### config.mk
export PLATFORM = sky130hd
export DESIGN_NAME = pipe_stage_reg
export DESIGN_NICKNAME = d
export VERILOG_FILES = /design/src/rtl/pipe_stage_reg.sv
export SDC_FILE = /design/constraint.sdc
export NUM_CORES = 1
export LEC_CHECK = 0
export BUFFER_PORTS_ARGS = -buffer_cell sky130_fd_sc_hd__clkbuf_2
export CAP_MARGIN = 20
export CORE_MARGIN = 3
export CORE_UTILIZATION = 53
export DETAILED_ROUTE_END_ITERATION = 8
export PLACE_DENSITY = 0.89
export SYNTH_ARGS = -nofsm -noshare
export SYNTH_HDL_FRONTEND = slang
export SYNTH_SLANG_ARGS = --single-unit
export TNS_END_PERCENT = 30
### constraint.sdc
create_clock -name clk -period 5.5 [get_ports clk]
set_input_delay 1.1 -clock clk [delete_from_list [all_inputs] [get_ports clk]]
set_output_delay 1.1 -clock clk [all_outputs]
set_load 0.02 [all_outputs]
### src/rtl/pipe_stage_reg.sv
// Two-entry pipeline register (main + skid) with valid/ready handshake on both sides.
// in_ready comes from registered state only, so out_ready never reaches upstream combinationally.
module pipe_stage_reg #(
  parameter int DATA_W           = 128,
  parameter int OP_W             = 6,
  parameter int WREG_W           = 5,
  parameter int NOP_OP           = 55,
  parameter int ZERO_WREG_ON_NOP = 1
) (
  input  logic              clk,
  input  logic              rstd,
  input  logic              flush,
  input  logic              in_valid,
  output logic              in_ready,
  input  logic [OP_W-1:0]   in_op,
  input  logic [WREG_W-1:0] in_wreg,
  input  logic [DATA_W-1:0] in_data,
  output logic              out_valid,
  input  logic              out_ready,
  output logic [OP_W-1:0]   out_op,
  output logic [WREG_W-1:0] out_wreg,
  output logic [DATA_W-1:0] out_data,
  output logic [1:0]        occupancy
);

  localparam logic [OP_W-1:0] LP_NOP = OP_W'(NOP_OP);

  logic              r_main_vld;
  logic [OP_W-1:0]   r_main_op;
  logic [WREG_W-1:0] r_main_wreg;
  logic [DATA_W-1:0] r_main_data;
  logic              r_skid_vld;
  logic [OP_W-1:0]   r_skid_op;
  logic [WREG_W-1:0] r_skid_wreg;
  logic [DATA_W-1:0] r_skid_data;

  logic              w_accept;
  logic              w_pop;
  logic              w_main_free;
  logic [WREG_W-1:0] w_in_wreg;

  assign in_ready    = !r_skid_vld;
  assign w_accept    = in_valid && in_ready && !flush;
  assign w_pop       = r_main_vld && out_ready;
  assign w_main_free = !r_main_vld || w_pop;

  // Bubbles must not look like writers to downstream hazard logic.
  assign w_in_wreg = ((ZERO_WREG_ON_NOP != 0) && (in_op == LP_NOP)) ? '0 : in_wreg;

  always_ff @(posedge clk) begin
    if (rstd) begin
      r_main_vld  <= 1'b0;
      r_skid_vld  <= 1'b0;
      r_main_op   <= LP_NOP;
      r_main_wreg <= '0;
      r_main_data <= '0;
    end else if (flush) begin
      r_main_vld <= 1'b0;
      r_skid_vld <= 1'b0;
    end else if (w_main_free) begin
      if (r_skid_vld) begin
        r_main_vld  <= 1'b1;
        r_main_op   <= r_skid_op;
        r_main_wreg <= r_skid_wreg;
        r_main_data <= r_skid_data;
        r_skid_vld  <= w_accept;
        if (w_accept) begin
          r_skid_op   <= in_op;
          r_skid_wreg <= w_in_wreg;
          r_skid_data <= in_data;
        end
      end else begin
        r_main_vld <= w_accept;
        if (w_accept) begin
          r_main_op   <= in_op;
          r_main_wreg <= w_in_wreg;
          r_main_data <= in_data;
        end
      end
    end else if (w_accept) begin
      r_skid_vld  <= 1'b1;
      r_skid_op   <= in_op;
      r_skid_wreg <= w_in_wreg;
      r_skid_data <= in_data;
    end
  end

  // Payload is deliberately not muxed: it keeps its last value while empty.
  assign out_valid = r_main_vld;
  assign out_op    = r_main_vld ? r_main_op : LP_NOP;
  assign out_wreg  = r_main_vld ? r_main_wreg : '0;
  assign out_data  = r_main_data;
  assign occupancy = {1'b0, r_main_vld} + {1'b0, r_skid_vld};

endmodule

# ---- Yosys cells after proc, flatten, opt, wreduce, memory -nomap -nowiden
# Cells that the tools add are included.
dict set report classes {
  eq_ne 2
  muxes 22
  n_addsub 1
  reduce_logical 12
  bitwise 2
}
# operator count
set ops {}
lappend ops {{$mux 128} 5}
lappend ops {{$mux 6} 6}
lappend ops {{$mux 5} 7}
lappend ops {{$eq 6x6->1 const B} 1}
lappend ops {{$reduce_and 3->1} 2}
lappend ops {{$mux 1} 4}
lappend ops {{$reduce_bool 2->1} 2}
lappend ops {{$logic_and 1x1->1} 3}
lappend ops {{$logic_not 1->1} 3}
lappend ops {{$add 1x1->2} 1}
lappend ops {{$ne 2x2->1 const B} 1}
lappend ops {{$not 1->1} 2}
lappend ops {{$reduce_or 2->1} 1}
lappend ops {{$logic_or 1x1->1} 1}
dict set report totals {
  register_bits 280
  in_bits 144
  elab_cells 47
}

# ---- Depth between registers and ports, before layout
# Gate-level depths: netlist (run 1).
dict set report depth {
  depth_word 6
  ltp_mapped 7
  ltp_nobuf 3
}

# ---- Worst setup path before layout (run 1)
# No wires, ideal clock.
dict set report synth_timing {
  path_kind {input-to-reg}
  startpoint {in out_ready}
  endpoint {reg r_skid_data[0] (enable)}
  setup_slack_ns 0.368
  cell_stages 3
  t_arrival_ns 4.620
  path_buffers 1
  required_time_ns 4.988
  setup_time_ns 0.512
  cell_sequence {nor2b_1 -> buf_2 -> and4_1}
}
dict set report synth_between {
  elab_chain_len 4
}
# item line_no
set synth_rtl {}
lappend synth_rtl {{start, declared} 19} ;# input logic out_ready,
lappend synth_rtl {{$logic_and 1x1->1} 44} ;# assign w_pop = r_main_vld && out_ready;
lappend synth_rtl {{$logic_or 1x1->1} 45} ;# assign w_main_free = !r_main_vld || w_pop;
lappend synth_rtl {{$ne 2x2->1 (no line)} --}
lappend synth_rtl {{$reduce_and 3->1 (no line)} --}
lappend synth_rtl {{end signal, assigned} 70} ;# r_skid_data <= in_data;
lappend synth_rtl {{end signal, assigned} 84} ;# r_skid_data <= in_data;
lappend synth_rtl {{end, declared} 35} ;# logic [DATA_W-1:0] r_skid_data;
# Every way passes these cells.
# A chain may end at the register's enable or synchronous reset.

# ---- Worst setup path after layout (run 1)
dict set report layout_timing {
  startpoint {reg r_skid_vld}
  endpoint {reg r_main_data[90], in the netlist out_data[90]}
}
dict set report layout_between {
  elab_chain_len 5
  elab_cells_between_ends 6
  classes_between {1 x mux; 5 x reduce/logical}
}
# item line_no
set layout_rtl {}
lappend layout_rtl {{start, declared} 32} ;# logic r_skid_vld;
lappend layout_rtl {{start signal, assigned} 66} ;# r_skid_vld <= w_accept;
lappend layout_rtl {{$logic_not 1->1} 42} ;# assign in_ready = !r_skid_vld;
lappend layout_rtl {{$logic_and 1x1->1 (2 in series)} 43} ;# assign w_accept = in_valid && in_ready && !flush;
lappend layout_rtl {{$reduce_bool 2->1 (no line)} --}
lappend layout_rtl {{$reduce_and 3->1 (no line)} --}
lappend layout_rtl {{end signal, assigned} 65} ;# r_main_data <= r_skid_data;
lappend layout_rtl {{end signal, assigned} 77} ;# r_main_data <= in_data;
lappend layout_rtl {{end, declared} 31} ;# logic [DATA_W-1:0] r_main_data;
# Parallel ways exist; a longest one is shown, timed or not.

==> run_results.csv, run 1 <==
group,metric,value,unit
grt,grt_pass1_wl,44200,um
pwr,peakVddDrop,242,uV
finish,finalNonFillerCells,1355,
die,core,0.0203,mm2
cts,cts_tree,"done",
die,die-area,0.0225,mm2
cts,h-tree-depth,1,
route,vias,8326,
logic_synthesis,synthArstFlopShare,0,%
logic_synthesis,synth_area,0.0110,mm2
die,die_w,150,um
cts,clockRootBuffer,"clkbuf_16",
placed_design,portBuffers,286,
finish,fin_nets,1208,
timing,setup_viol,0,
grt,first_global_vias,8188,
finish,most-common-layout-cells,"clkbuf_2 (285), dfxtp_1 (140), edfxtp_1 (139)",
route,finalWirelength,28800,um
grt,grt_use_total,24.2,%
route,drtIter0Drc,549,
pwr,p_leak,4.79,nW
timing,period_needed,3.03,ns
flow_run,maxCapViolCount,0,
logic_synthesis,ys.flop_type,"dfxtp_1",
finish,syn_to_final_growth,21.6,%
pwr,p_per_area,350,mW/mm2
logic_synthesis,netlist_instances,827,
route,viasPerCell,6.14,
cts,cts-resized-gates,0,
min_path,hold_depth,1,
cts,ctsHoldBuffers,0,
cts,cts_setup_buffers,0,
timing,skew,0.0122,ns
route,remaining_drc_errors,0,
min_path,hold_path_end,"r_main_op[1]$_SDFFE_PP1P_",
timing,worst_pin_slew,1.03,ns
critical_path,critical_path_arrival,3.41,ns
die,row_count,52,
logic_synthesis,synth_warnings,0,
critical_path,reg2regPathDepth,5,
logic_synthesis,synth_cell_type_count,30,
cts,cts_made_buffers,29,
critical_path,cp_max_fo,57,
cts,clk_latency,0.54,ns
finish,n_antenna_cell,0,
die,start_util,54.2,%
cts,clk_pin_slew,0.06,ns
timing,max_freq,0.330,GHz
die,ioPinCount,287,
timing,slew-limit-headroom,31.1,%
timing,setup_tns,0,ns
cts,clock-sinks,280,
critical_path,rrSetupSlack,2.47,ns
logic_synthesis,ys_ff_latch,280,
min_path,holdCritPathClass,"register to register",
critical_path,crit_type,"register to register",
logic_synthesis,synth-edff-count,139,
status,status,"finished clean",
route,ant_nets,0,
timing,finalHoldViolations,0,
critical_path,critPathLaunchType,"register",
logic_synthesis,syn_area_per_cell,13.3,um2
grt,grt_overflow,0,
route,first_pass_iters,5,
timing,drv_slew,0,
die,die_y,150,um
finish,final_common_cell,"clkbuf_2",
placed_design,gp_congestion,0.823,
cts,ctsLongestPathBuffers,3,
critical_path,cp.required,5.87,ns
critical_path,r2r_start,"r_skid_vld$_SDFFE_PP0P_",
grt,antenna_found_initial,0,
min_path,min_from,"r_main_op[1]$_SDFFE_PP1P_",
timing,rsz0062_at_grt,"no",
critical_path,regToRegEndpoint,"out_data[90]$_SDFFE_PP0P_",
critical_path,critPathCaptureType,"register",
logic_synthesis,synth_seq_area_share,63.6,%
route,avgRoutedWirePerCell,21.3,um
grt,grt_max_degree,96,
finish,drive_above_1_share,31.9,%
placed_design,dp_hpwl,17800,um
placed_design,dp.cells,1302,
timing,fin_crit_sh,55.2,%
logic_synthesis,synthesis.nets,972,
## area by class of cell
cell class	count	area (um2)
clock inverters	8	67.6
repair buffers	298	1550
inverters	2	10.0
fillers	1445	6930
clock buffers	45	867
multi-input cells	452	3540
well taps	270	338
flip-flops and latches	280	7000
## cell families after synthesis
family,synth area share (%)
compound gates,17.6
fa+ha+maj,0.114
buf+inv,4.27
flops,63.6
mux,12.2
simple gates,2.15
## where the power goes
part	switching, mW	internal, mW
Clock	0.781	1.12
Combinational	0.299	0.171
Sequential	0.0457	2.26
Total	1.13	3.56
## per-layer routing
metal | part of all wire [%] | wire length [um] | track usage, % | vias to the layer above
met3 | 8.4 | 2410 | 6.09 | 88
met2 | 48 | 13800 | 38.7 | 395
met4 | 4.6 | 1320 | 10.4 | 0
met1 | 39 | 11300 | 31.5 | 4059
met5 | 0 | 0 | 0 | -
li1 | - | - | - | 3784
## flip-flops by register name (all words and copies together) (netlist names)
name / cells
r_main_op: 6
r_skid_vld: 1
r_skid_op: 6
out_data: 128
r_skid_data: 128
r_skid_wreg: 5
r_main_wreg: 5
out_valid: 1
## Yosys cell counts (6+ instances only)
cell | n | area share (%)
dfxtp_1 | 141 | 26
edfxtp_1 | 139 | 38
mux2i_1 | 134 | 12
clkbuf_1 | 33 | 1.1
nor2b_1 | 6 | 0.34
a31oi_1 | 134 | 7.6
a211oi_1 | 129 | 8.8
buf_4 | 14 | 0.96
nand2b_1 | 6 | 0.34
nand2_1 | 6 | 0.20
buf_2 | 42 | 1.9
and2_1 | 6 | 0.34
## worst max-delay path by stage
stage,from,end,slack [ns],cells past startpoint
floorplan,out_ready,r_skid_data[0]$_DFFE_PP_,0.37,3
global placement,out_ready,r_skid_data[36]$_DFFE_PP_,2.13,4
detailed placement,out_ready,r_skid_data[36]$_DFFE_PP_,2.10,4
CTS,r_skid_vld$_SDFFE_PP0P_,in_ready,2.46,2
global route,out_valid$_SDFFE_PP0P_,r_skid_data[49]$_DFFE_PP_,2.29,3
finish,r_skid_vld$_SDFFE_PP0P_,out_data[90]$_SDFFE_PP0P_,2.47,5
## critical path, cell delays in order (launching register included)
cell      delay [ns]
dfxtp_4         0.79
buf_4           0.87
nor2_4          0.14
nor3_4          0.21
buf_4           0.57
a211oi_1        0.22
## stage by stage
step	power (mW)	setup slack (ns)	utilization [%]	instance area, um2	hold WS (ns)
finish	4.68	2.47	65.9	13400	0.452
global route	4.83	2.29	65.9	13400	0.471
CTS	4.71	2.46	65.9	13400	0.459
detailed placement	2.82	2.10	61.3	12400	0.446
global placement	2.80	2.13	61.3	12400	0.437
floorplan	2.63	0.368	-	11000	0.427
(Power assumes the default switching activity.)
==> inputs of run 2 (changes only) <==
--- a/config.mk
+++ b/config.mk
@@ -8,9 +8,9 @@
 export BUFFER_PORTS_ARGS = -buffer_cell sky130_fd_sc_hd__clkbuf_2
 export CAP_MARGIN = 20
 export CORE_MARGIN = 3
-export CORE_UTILIZATION = 53
+export CORE_UTILIZATION = 48
 export DETAILED_ROUTE_END_ITERATION = 8
-export PLACE_DENSITY = 0.89
+export PLACE_DENSITY = 0.85
 export SYNTH_ARGS = -nofsm -noshare
 export SYNTH_HDL_FRONTEND = slang
 export SYNTH_SLANG_ARGS = --single-unit
==> constraint.sdc (replaced) <==
create_clock -name clk -period 2.5 [get_ports clk]
set_input_delay 0.5 -clock clk [delete_from_list [all_inputs] [get_ports clk]]
set_output_delay 0.5 -clock clk [all_outputs]
set_load 0.02 [all_outputs]
==> run 2 against run 1 <==
Routed wire length fell by 0.74%. Final cell count rose by 0.96%. Cell area rose by 0.77%. First-iteration DRC count rose by 7.5%. Worst hold slack got worse by 0.29 ns. Power rose by 120%. Utilization fell by 5.1 points. Critical endpoint is now occupancy[0]. Highest routed layer is now met5.
==> run_results.csv, run 2 (synthesis results as in run 1) <==
group,metric,value,unit
critical_path,crit_end,"occupancy[0]",
finish,fin_area,0.0135,mm2
cts,clk_pin_slew,0.06,ns
timing,max_freq,0.479,GHz
route,vias,8319,
timing,finalWorstSetupSlack,0.414,ns
critical_path,cp_top_family,"flip-flops",
timing,skew,0.00564,ns
cts,ctsLongestPathBuffers,3,
die,ioPinCount,287,
pwr,switching_share,23.8,%
cts,clock-sinks,280,
finish,final_common_cell,"clkbuf_2",
route,ant_nets,0,
route,remaining_drc_errors,0,
route,first_pass_iters,4,
die,start_util,49.6,%
timing,finalHoldViolations,0,
cts,cts-resized-gates,0,
critical_path,reg2regPathDepth,3,
placed_design,dp.cells,1317,
die,die_y,157,um
status,status,"finished clean",
finish,regArea,0.00700,mm2
grt,antenna_found_initial,1,
cts,ctsHoldBuffers,0,
die,die-area,0.0248,mm2
critical_path,cp.required,2.00,ns
critical_path,regToRegEndpoint,"out_data[20]$_SDFFE_PP0P_",
pwr,total_power,10.2,mW
critical_path,crit_buf_inv,2,
cts,clk_latency,0.53,ns
critical_path,cpMaxStageDelayCell,"dfxtp_1",
grt,grt_max_degree,140,
timing,setup_tns,0,ns
timing,setup_viol,0,
finish,nFillCells,1700,
pwr,share_comb_of_total_power,10.3,%
timing,worst_pin_slew,0.783,ns
critical_path,critPathCaptureType,"primary output",
finish,finalNonFillerCells,1368,
placed_design,dp_hpwl,17600,um
die,row_count,54,
route,drtIter0Drc,590,
critical_path,max_stage_delay,0.44,ns
critical_path,critPathLaunchType,"register",
pwr,peakVddDrop,536,uV
cts,clockRootBuffer,"clkbuf_16",
timing,drv_slew,0,
timing,rsz0062_at_grt,"no",
finish,drive_above_1_share,31.8,%
placed_design,placed_cell_area,0.0126,mm2
timing,fin_crit_sh,83.5,%
placed_design,gp_congestion,0.793,
critical_path,cp_max_fo,8,
pwr,p_leak,4.83,nW
timing,slew-limit-headroom,47.8,%
critical_path,worstSetupStartpoint,"out_valid$_SDFFE_PP0P_",
pwr,p_per_area,754,mW/mm2
critical_path,r2r_start,"r_skid_vld$_SDFFE_PP0P_",
cts,cts_made_buffers,28,
pwr,p_int,7.74,mW
grt,first_global_vias,8129,
finish,n_antenna_cell,0,
route,viasPerCell,6.08,
critical_path,critical_path_arrival,1.59,ns
finish,most-common-layout-cells,"clkbuf_2 (285), dfxtp_1 (140), edfxtp_1 (139)",
placed_design,place_ws,0.461,ns
critical_path,crit_type,"register to primary output",
min_path,holdCritPathClass,"input pin to register",
critical_path,worstPathCellList,"buf_4 > ha_1 > clkbuf_2",
grt,grt_use_total,21.6,%
finish,multi_input_area,0.00354,mm2
route,avgRoutedWirePerCell,20.9,um
timing,period_needed,2.09,ns
finish,fin_nets,1212,
critical_path,rrSetupSlack,0.70,ns
placed_design,portBuffers,286,
grt,grt_overflow,0,
grt,grt_pass1_wl,43800,um
flow_run,maxCapViolCount,0,
die,core,0.0222,mm2
finish,syn_to_final_growth,22.6,%
pwr,p_switching,2.42,mW
critical_path,crit_cells,3,
cts,cts_setup_buffers,0,
cts,h-tree-depth,1,
route,finalWirelength,28600,um
pwr,clkPwrFrac,39.8,%
pwr,power_frac_seq,49.9,%
cts,cts_tree,"done",
die,die_w,157,um
==> run 2: changes by cell type in the layout (fill, tap and decap cells not counted), sizes merged <==
cell,previous run,this run
clkbuf,330,323
buf,13,18
clkinv,5,10
bufinv,1,2
inv,3,2
==> run 2: power by group through the flow <==
stage / sequential, mW / clock, mW / combinational [mW]
after global placement: 5.16 / 0 / 1.02
after detailed placement: 5.16 / 0 / 1.05
final: 5.07 / 4.04 / 1.05
after CTS: 5.07 / 4.12 / 1.05
after floorplan: 5.33 / 0 / 0.454
after global routing: 5.08 / 4.29 / 1.14
==> run 2: metrics by stage <==
| step | util (%) | hold WS, ns |
|---|---|---|
| after floorplan | - | 0.427 |
| after global placement | 56.8 | 0.442 |
| after detailed placement | 56.8 | 0.441 |
| after CTS | 60.8 | 0.132 |
| after global routing | 60.8 | 0.136 |
| final | 60.8 | 0.159 |
==> run 2: cell type report <==
| class | instances | area share, % |
|---|---|---|
| tap | 280 | 2.60 |
| sequential | 280 | 51.9 |
| timing repair buffer | 303 | 12.5 |
| clock inverter | 13 | 0.798 |
| inverter | 2 | 0.0743 |
| multi-input combinational | 452 | 26.3 |
| clock buffer | 38 | 5.78 |
==> run 2: how the worst min path moves through the flow <==
stage | end | cells after the start | startpoint | slack [ns]
5_1_grt | r_skid_data[125]$_DFFE_PP_ | 1 | in_data[125] | 0.14
3_5_place_dp | r_main_op[1]$_SDFFE_PP1P_ | 1 | r_main_op[1]$_SDFFE_PP1P_ | 0.44
6_report | r_skid_data[30]$_DFFE_PP_ | 1 | in_data[30] | 0.16
2_1_floorplan | r_main_op[0]$_SDFFE_PP1P_ | 1 | r_main_op[0]$_SDFFE_PP1P_ | 0.43
4_1_cts | r_skid_data[125]$_DFFE_PP_ | 1 | in_data[125] | 0.13
3_3_place_gp | r_main_op[5]$_SDFFE_PP1P_ | 1 | r_main_op[5]$_SDFFE_PP1P_ | 0.44
==> run 2: routing by layer <==
metal | vias up | track usage, % | share of wire (%)
met5 | - | 0 | 0.045
met3 | 75 | 6.02 | 9.2
li1 | 3802 | - | -
met4 | 2 | 8.51 | 3.9
met2 | 417 | 34.4 | 47
met1 | 4023 | 28.2 | 40
==> run 2: worst register-to-register path, stage by stage (launching register included) <==
cell and delay, ns:
dfxtp_4 0.51, buf_12 0.43, mux2i_1 0.45, a211oi_1 0.32
